===== src/rtl/riscv_v_dispatch_queue_if.sv =====
// riscv_v_dispatch_queue_if: scalar-side offer and vector-side head signals of the dispatch queue.
interface riscv_v_dispatch_queue_if #(
    parameter int DEPTH = 4,
    parameter int XLEN  = 32,
    parameter int ILEN  = 32
);
    logic                     clear_pipe;
    logic                     in_valid;
    logic [ILEN-1:0]          in_instruction;
    logic [XLEN-1:0]          in_rs1_data;
    logic                     in_ready;
    logic                     scalar_stall;
    logic                     v_stall;
    logic                     v_valid;
    logic [ILEN-1:0]          v_instruction;
    logic [XLEN-1:0]          v_rs1_data;
    logic [$clog2(DEPTH):0]   count;

    modport master (
        output clear_pipe, in_valid, in_instruction, in_rs1_data, v_stall,
        input  in_ready, scalar_stall, v_valid, v_instruction, v_rs1_data, count
    );

    modport slave (
        input  clear_pipe, in_valid, in_instruction, in_rs1_data, v_stall,
        output in_ready, scalar_stall, v_valid, v_instruction, v_rs1_data, count
    );
endinterface


===== src/rtl/riscv_v_dispatch_queue.sv =====
// riscv_v_dispatch_queue: FIFO buffering vector instructions and rs1 operands from scalar ID to the vector unit.
module riscv_v_dispatch_queue #(
    parameter int              DEPTH    = 4,
    parameter int              XLEN     = 32,
    parameter int              ILEN     = 32,
    parameter logic [ILEN-1:0] NOP_INST = 32'h0000_0013
) (
    input logic                     clk,
    input logic                     rst,
    riscv_v_dispatch_queue_if.slave q
);
    localparam int AW = $clog2(DEPTH);
    localparam int CW = AW + 1;

    logic [ILEN-1:0] inst_mem [DEPTH];
    logic [XLEN-1:0] data_mem [DEPTH];
    logic [AW-1:0]   wr_ptr, rd_ptr;
    logic [CW-1:0]   cnt;
    logic            push, pop;

    assign q.in_ready      = cnt != CW'(DEPTH);
    assign q.scalar_stall  = q.in_valid & ~q.in_ready;
    assign q.v_valid       = cnt != '0;
    assign q.v_instruction = q.v_valid ? inst_mem[rd_ptr] : NOP_INST;
    assign q.v_rs1_data    = q.v_valid ? data_mem[rd_ptr] : '0;
    assign q.count         = cnt;
    assign push            = q.in_valid & q.in_ready & ~q.clear_pipe;
    assign pop             = q.v_valid & ~q.v_stall & ~q.clear_pipe;

    // Storage is deliberately unreset; validity comes from cnt alone.
    always_ff @(posedge clk) begin
        if (push) begin
            inst_mem[wr_ptr] <= q.in_instruction;
            data_mem[wr_ptr] <= q.in_rs1_data;
        end
    end

    always_ff @(posedge clk or posedge rst) begin
        if (rst) begin
            wr_ptr <= '0;
            rd_ptr <= '0;
            cnt    <= '0;
        end else if (q.clear_pipe) begin
            wr_ptr <= '0;
            rd_ptr <= '0;
            cnt    <= '0;
        end else begin
            if (push) wr_ptr <= wr_ptr + 1'b1;
            if (pop) rd_ptr <= rd_ptr + 1'b1;
            if (push && !pop) cnt <= cnt + 1'b1;
            else if (pop && !push) cnt <= cnt - 1'b1;
        end
    end
endmodule


===== src/flat_wrapper.sv =====
// flat-port wrapper written by rule: the top's interface ports become plain ports
module riscv_v_dispatch_queue_flat 
#(
    parameter int              DEPTH    = 4,
    parameter int              XLEN     = 32,
    parameter int              ILEN     = 32,
    parameter logic [ILEN-1:0] NOP_INST = 32'h0000_0013
)
  (clk, rst, q_clear_pipe, q_in_valid, q_in_instruction, q_in_rs1_data, q_v_stall, q_in_ready, q_scalar_stall, q_v_valid, q_v_instruction, q_v_rs1_data, q_count);
  riscv_v_dispatch_queue_if #(.DEPTH(DEPTH), .XLEN(XLEN), .ILEN(ILEN)) q_i ();
  input logic clk;
  input logic rst;
  input wire logic [$bits(q_i.clear_pipe)-1:0] q_clear_pipe;
  input wire logic [$bits(q_i.in_valid)-1:0] q_in_valid;
  input wire logic [$bits(q_i.in_instruction)-1:0] q_in_instruction;
  input wire logic [$bits(q_i.in_rs1_data)-1:0] q_in_rs1_data;
  input wire logic [$bits(q_i.v_stall)-1:0] q_v_stall;
  output wire logic [$bits(q_i.in_ready)-1:0] q_in_ready;
  output wire logic [$bits(q_i.scalar_stall)-1:0] q_scalar_stall;
  output wire logic [$bits(q_i.v_valid)-1:0] q_v_valid;
  output wire logic [$bits(q_i.v_instruction)-1:0] q_v_instruction;
  output wire logic [$bits(q_i.v_rs1_data)-1:0] q_v_rs1_data;
  output wire logic [$bits(q_i.count)-1:0] q_count;
  assign q_i.clear_pipe = q_clear_pipe;
  assign q_i.in_valid = q_in_valid;
  assign q_i.in_instruction = q_in_instruction;
  assign q_i.in_rs1_data = q_in_rs1_data;
  assign q_i.v_stall = q_v_stall;
  assign q_in_ready = q_i.in_ready;
  assign q_scalar_stall = q_i.scalar_stall;
  assign q_v_valid = q_i.v_valid;
  assign q_v_instruction = q_i.v_instruction;
  assign q_v_rs1_data = q_i.v_rs1_data;
  assign q_count = q_i.count;
  riscv_v_dispatch_queue #(.DEPTH(DEPTH), .XLEN(XLEN), .ILEN(ILEN), .NOP_INST(NOP_INST)) u_core (.clk(clk), .rst(rst), .q(q_i));
endmodule

===== config.mk =====
export PLATFORM = sky130hd
export DESIGN_NAME = riscv_v_dispatch_queue_flat
export DESIGN_NICKNAME = d
export VERILOG_FILES = /design/src/rtl/riscv_v_dispatch_queue_if.sv /design/src/rtl/riscv_v_dispatch_queue.sv /design/src/flat_wrapper.sv
export SDC_FILE = /design/constraint.sdc
export NUM_CORES = 1
export LEC_CHECK = 0
export BUFFER_PORTS_ARGS = -buffer_cell sky130_fd_sc_hd__buf_2
export CAP_MARGIN = 20
export CORE_MARGIN = 10
export CORE_UTILIZATION = 45
export CTS_BUF_LIST = sky130_fd_sc_hd__clkbuf_8 sky130_fd_sc_hd__clkbuf_16
export DETAILED_ROUTE_END_ITERATION = 7
export GPL_TIMING_DRIVEN = 0
export HOLD_SLACK_MARGIN = 0.08
export PLACE_DENSITY = 0.67
export SYNTH_ARGS = -nofsm -noshare
export SYNTH_HDL_FRONTEND = slang
export SYNTH_SLANG_ARGS = --single-unit

===== constraint.sdc =====
create_clock -name clk -period 2.8 [get_ports clk]
set_clock_uncertainty 0.05 [all_clocks]
set_input_delay 0.28 -clock clk [delete_from_list [all_inputs] [get_ports clk]]
set_output_delay 0.28 -clock clk [all_outputs]
set_load 0.02 [all_outputs]

After elaboration in Yosys (flattened, before gate mapping)
Memory sizes are Yosys's and may differ from the RTL's.
Cells that the tools add are included.

cells by class
  add/subtract/negate cells = 4
  equality and inequality tests = 1
  multiplexer cells = 11
  bitwise gates (word level) = 8
  reduce and logical (&&, ||, !) cells = 8

operators with widths
  cell                                              number
  2-to-1 mux 32 bit                                 2
  2-to-1 mux 3 bit                                  3
  2-to-1 mux 2 bit                                  4
  nonzero test 3 bit                                2
  AND 1 bit                                         5
  adder 2 x 1 -> 2 bit, second input constant       2
  nonzero test 2 bit                                2
  adder 3 x 1 -> 3 bit, second input constant       1
  != test 3 bit, second input constant              1
  inverter 1 bit                                    3
  subtractor 3 x 1 -> 3 bit, second input constant  1
  logical AND 1 bit                                 2
  logical NOT 1 bit                                 2
  2-to-1 mux 1 bit                                  2

word-level totals
  register bits after elaboration = 7
  RAM bits = 256
  input bits = 69
  output and inout bits = 70
  logic and storage cells = 37
  memories = 2

memories
  memory           words  bits a word  read ports  clocked after Yosys merged registers in  write ports  RTL line                      source
  u_core.data_mem  4      32           1           0                                        1            riscv_v_dispatch_queue.sv:16  logic [XLEN-1:0] data_mem [DEPTH];
  u_core.inst_mem  4      32           1           0                                        1            riscv_v_dispatch_queue.sv:15  logic [ILEN-1:0] inst_mem [DEPTH];

Logic depth before layout (Yosys ltp)
  depth in word-level cells = 8
  mapped depth = 8
  mapped depth without buffers = 7

Worst setup path after synthesis
Ideal clock, no wire load.

  path kind = register to register
  start point = register u_core.cnt[1], in the netlist u_core.q.count[1]
  end point = memory u_core.data_mem[0][0], enable pin
  arrival time = 2.633 ns
  required time = 2.321 ns
  slack = -0.312 ns
  cell stages (with the launch flop) = 5
  period minus slack after synthesis = 3.112 ns
  path through = dfrtp_1 > buf_2 > nor3b_1 > nor3_1 > and2_1

between the ends
  word-level cells in the longest chain between the ends = 5

RTL lines
  element                                 RTL line                      source
  start, declared                         riscv_v_dispatch_queue.sv:18  logic [CW-1:0] cnt;
  start signal, assigned                  riscv_v_dispatch_queue.sv:50  if (push && !pop) cnt <= cnt + 1'b1;
  start signal, assigned                  riscv_v_dispatch_queue.sv:51  else if (pop && !push) cnt <= cnt - 1'b1;
  != test 3 bit                           riscv_v_dispatch_queue.sv:21  assign q.in_ready = cnt != CW'(DEPTH);
  AND 1 bit (2 in a row)                  riscv_v_dispatch_queue.sv:27  assign push = q.in_valid & q.in_ready & ~q.clear_pipe;
  2-to-1 mux 1 bit                        riscv_v_dispatch_queue.sv:32  if (push) begin
  2-to-1 mux 1 bit (not written as such)  riscv_v_dispatch_queue.sv:34  data_mem[wr_ptr] <= q.in_rs1_data;
  end, declared                           riscv_v_dispatch_queue.sv:16

Every way passes these cells.

Final worst setup path
  start point = register u_core.cnt[0], in the netlist u_core.q.count[0]
  end point = output port q_v_rs1_data[1]

between the ends
  word-level cells in the longest chain between the ends = 2

RTL lines
  element             RTL line                      source
  nonzero test 3 bit  riscv_v_dispatch_queue.sv:23  assign q.v_valid = cnt != '0;
  2-to-1 mux 32 bit   riscv_v_dispatch_queue.sv:25  assign q.v_rs1_data = q.v_valid ? data_mem[rd_ptr] : '0;
  end, declared       flat_wrapper.sv:22            output wire logic [$bits(q_i.v_rs1_data)-1:0] q_v_rs1_data;

Every way passes these cells.

==> summary.md <==
| Metric | Value |
|---|---|
| Run status | `finished, final reports clean` |
| Fill cells | `1,687` |
| Total area of multi-input combinational cells | `2250 um2` |
| Leakage component of the power | `4.60 nW` |
| Vias in the first global route | `6,071` |
| Total placed cells including tap cells | `904` |
| Slowest cell on crit path | `sky130_fd_sc_hd__dfrtp_1` |
| Synthesized-area fraction occupied by and/or/nand/nor cells | `5.41%` |
| Hold crit path type | `input port to asynchronous set/reset pin` |
| Clock latency reported for the late side of the worst-skew pair | `530 ps` |
| Maximum number of pins on one net before global-route repair | `40` |
| GRT Residual Overflow | `0` |
| Synthesized instance count | `478` |
| Net count after synthesis | `552` |
| Fraction of power consumed by the clock network | `30.3%` |
| Clk buf depth | `3` |
| Sw power | `0.00337 W` |
| Flip-flop and latch area | `7860 um2` |
| Adder-Cell Fraction of Synth Area | `0.678%` |
| Clk sinks | `263` |
| CORE AREA | `22,600 um2` |
| Post-layout min period | `2630 ps` |
| Post-Synthesis Cell Area | `10,300 um2` |
| Sequential group share of total power | `40.5%` |
| Standard-cell row count | `55` |
| DR pass1 iterations | `4` |
| Routed WL per cell | `20.9 um` |
| Proportion of netlist area held by the largest area contributor | `74.4%` |
| Max Fclk | `380 MHz` |
| Largest stage delay on the critical path | `370 ps` |
| WHS | `169 ps` |
| Detailed-route wire length | `21,400 um` |
| Routability cong. | `0.779` |
| Post-synthesis cell type count | `40` |
| Avg Vias per Cell | `5.28` |
| Antenna violations before repair | `1` |
| Post-route DRC violation count | `0` |
| Post-synthesis cell type with the largest combined area | `sky130_fd_sc_hd__edfxtp_1` |
| Final critical-path share of the clock period | `94.1%` |
| Nature of the critical path startpoint | `flop` |
| Setup repair after global routing missed its margin | `false` |
| Leading cell type in the layout, fill and taps excluded | `sky130_fd_sc_hd__edfxtp_1` |
| Share of post-route cells with drive strength above 1 | `36.4%` |
| TritonCTS clock tree | `yes` |
| Count of input and output buffers | `137` |
| Highest-count cells in the layout ignoring fill and taps | `sky130_fd_sc_hd__edfxtp_1, sky130_fd_sc_hd__buf_2, sky130_fd_sc_hd__dlygate4sd3_1` |
| Slew margin rel. | `57.2%` |
| Combinational share of power | `29.2%` |
| Share of the synthesized netlist area taken by xor and xnor gates | `0.0848%` |
| Crit. End Element | `primary output` |
| Flop and latch count out of synthesis | `263` |
| Final nets | `794` |
| Horizontal die dimension | `172 um` |
| Detailed Route Iter0 Violations | `330` |
| Share of cell area taken by muxes after synthesis | `14.1%` |
| Most common cell type on the critical path | `sky130_fd_sc_hd__buf_2` |
| Transition time at the pin with the least slew margin | `642 ps` |
| Chain of cells forming the critical path | `buf_2 > nor3_4 > clkinvlp_4 > buf_4 > clkbuf_1 > and2_1 > buf_2` |
| Global-route wire length before repair | `33,700 um` |
| Crit Path Class | `flop to primary output` |
| Required time reported for the critical path endpoint | `2470 ps` |
| Largest voltage drop on the vdd net | `0.583 mV` |
| Crit path max fanout | `10` |
| Effective utilization at floorplan | `45.6%` |
| Final-report hold violation count | `0` |
| Floorplan die area | `29,400 um2` |
| Max H-tree Level | `1` |
| Total via count in the routed design | `5,418` |
| Final-report setup violation count | `0` |
| Final number of max-transition violations | `0` |
| Buffer and inverter count on the worst path | `5` |
| Switching share of power | `29.7%` |
| Sequential area share after synthesis | `76.1%` |
| Leading cell types by total area after synthesis | `sky130_fd_sc_hd__edfxtp_1, sky130_fd_sc_hd__mux4_2, sky130_fd_sc_hd__and2_1, sky130_fd_sc_hd__dfrtp_1, sky130_fd_sc_hd__buf_12` |
| Synthesis warning total | `0` |
| Number of clock buffers inserted by TritonCTS | `29` |
| Clock input transition at the sequential cells of the worst setup and hold paths | `60 ps` |
| Cell-internal power | `0.00797 W` |
| Master cell of the clock root buffer | `sky130_fd_sc_hd__clkbuf_16` |
| Critical path's top delay family | `buffers and inverters` |
| Largest family of logic cells by synthesized area | `multiplexers` |
| Fin cells | `1,026` |
| Max-cap viol count | `0` |
| Compound-Gate Fraction of Synth Area | `1.39%` |
| Io pins | `139` |
| P&R area growth vs syn | `26.4%` |
| Average instance area after synthesis | `21.6 um2` |
| Global-route total usage across every layer | `14.7%` |
| Residual antenna-violating net count after detailed routing | `0` |
| Signal arrival time at the worst endpoint | `2300 ps` |
| Detailed placement HPWL | `13,300 um` |
| Die height | `172 um` |
| Ratio of total power to cell area | `869 nW/um2` |
==> state kept, by name (all words and copies together) (netlist names) <==
name and flops:
u_core.wr_ptr 2, u_core.data_mem 128, u_core.rd_ptr 2, u_core.q.count 3, u_core.inst_mem 128
==> metrics by stage <==
stage                     setup TNS (ps)  setup slack, ps  power [W]  utilization, %  area [um2]
final                                  0              165     0.0113            57.7       13100
after global routing                   0             10.2     0.0119            57.7       13100
after CTS                              0             93.3     0.0115            57.7       13100
after detailed placement               0              207    0.00791            50.7       11500
after global placement            -69820             -289    0.00785            50.3       11400
after floorplan                        0              337    0.00682               -       10300
==> path summary, 6_finish.rpt <==
kind,from,end,slack (ps),cells after the start
max,u_core.q.count[0],q_v_rs1_data[1],170,7
min,rst,u_core.q.count[0],170,3
max reg2reg,u_core.q.count[1],u_core.q.count[1],250,8
min reg2reg,u_core.wr_ptr[1],u_core.wr_ptr[1],560,2
max in group asynchronous,rst,u_core.rd_ptr[0],2310,3
min in group clk,q_in_valid,u_core.wr_ptr[0],180,4
==> synthesized netlist by cell type <==
cell and count:
sky130_fd_sc_hd__clkbuf_1 8, sky130_fd_sc_hd__ha_1 4, sky130_fd_sc_hd__o21bai_1 1, sky130_fd_sc_hd__o21ai_0 5
sky130_fd_sc_hd__a2111oi_2 1, sky130_fd_sc_hd__edfxtp_1 256, sky130_fd_sc_hd__a311oi_1 1, sky130_fd_sc_hd__nor3_1 3
sky130_fd_sc_hd__nor3b_1 2, sky130_fd_sc_hd__and2_1 65, sky130_fd_sc_hd__mux4_2 61, sky130_fd_sc_hd__a211oi_1 1
sky130_fd_sc_hd__o21a_1 2, sky130_fd_sc_hd__or2_1 3, sky130_fd_sc_hd__buf_12 4, sky130_fd_sc_hd__nor3_4 1
sky130_fd_sc_hd__buf_6 2, sky130_fd_sc_hd__o311ai_0 1, sky130_fd_sc_hd__nor2b_1 2, sky130_fd_sc_hd__or4_1 1
sky130_fd_sc_hd__o31ai_1 1, sky130_fd_sc_hd__inv_1 10, sky130_fd_sc_hd__a31o_2 1, sky130_fd_sc_hd__buf_1 1
sky130_fd_sc_hd__buf_2 9, sky130_fd_sc_hd__and3b_1 1, sky130_fd_sc_hd__dfrtp_1 7, sky130_fd_sc_hd__nor2_1 2
sky130_fd_sc_hd__mux4_1 3, sky130_fd_sc_hd__fa_1 1, sky130_fd_sc_hd__xor2_1 1, sky130_fd_sc_hd__buf_4 2
sky130_fd_sc_hd__a31oi_1 2, sky130_fd_sc_hd__nor4b_1 1, sky130_fd_sc_hd__nand3_1 2, sky130_fd_sc_hd__nand3b_1 1
sky130_fd_sc_hd__nand2b_1 3, sky130_fd_sc_hd__a21boi_0 1, sky130_fd_sc_hd__or3_1 1, sky130_fd_sc_hd__a21oi_1 4
==> repair_timing <==
item                                    4_1_cts  5_1_grt
pin swaps                                     1        1
buffers inserted                              3        0
hold buffers                                 67        0
endpoints found under the setup margin       15        2
gates resized for setup                       1        1
hold endpoints to repair                    265        0
==> power by group through the flow <==
stage	Combinational (W)	Clock, W	Sequential (W)
after floorplan	0.00213	0	0.00469
after global placement	0.00318	0	0.00467
after detailed placement	0.00323	0	0.00468
after CTS	0.00338	0.00353	0.00460
after global routing	0.00360	0.00370	0.00461
final	0.00331	0.00344	0.00460
==> worst register-to-register path, stage by stage (launching register included) <==
cell and delay (ps):
sky130_fd_sc_hd__dfrtp_1 410, sky130_fd_sc_hd__buf_2 230, sky130_fd_sc_hd__nor3b_2 90, sky130_fd_sc_hd__nor3_1 450, sky130_fd_sc_hd__o21a_1 220, sky130_fd_sc_hd__fa_1 470
sky130_fd_sc_hd__nor4b_1 290, sky130_fd_sc_hd__a31oi_1 70, sky130_fd_sc_hd__a31oi_1 190
==> logic make-up after synthesis <==
logic type               count (synthesis)
multiplexers                            64
adder cells (fa/ha/maj)                  5
XOR/XNOR                                 1
buffers and inverters                   36
AO/OA/AOI/OAI                           21
AND/OR/NAND/NOR                         88
flip-flops                             263
==> metal layers <==
| layer | share of wire (%) | GRT usage (%) |
|---|---|---|
| met4 | 2.0 | 3.52 |
| met3 | 6.7 | 3.58 |
| met5 | 0 | 0 |
| met2 | 50 | 25.0 |
| met1 | 41 | 18.6 |
==> final cells by class <==
| cell class | instances | area share [%] |
|---|---|---|
| repair buffers | 211 | 11.3 |
| plain buffers | 26 | 1.50 |
| inverters | 10 | 0.316 |
| multi-input cells | 179 | 17.2 |
| well taps | 285 | 2.73 |
| diodes | 1 | 0.0192 |
| clock buffers | 29 | 5.56 |
| flip-flops and latches | 263 | 60.2 |
| clock inverters | 22 | 1.18 |
Note: power is estimated with default switching activity, not from simulation.
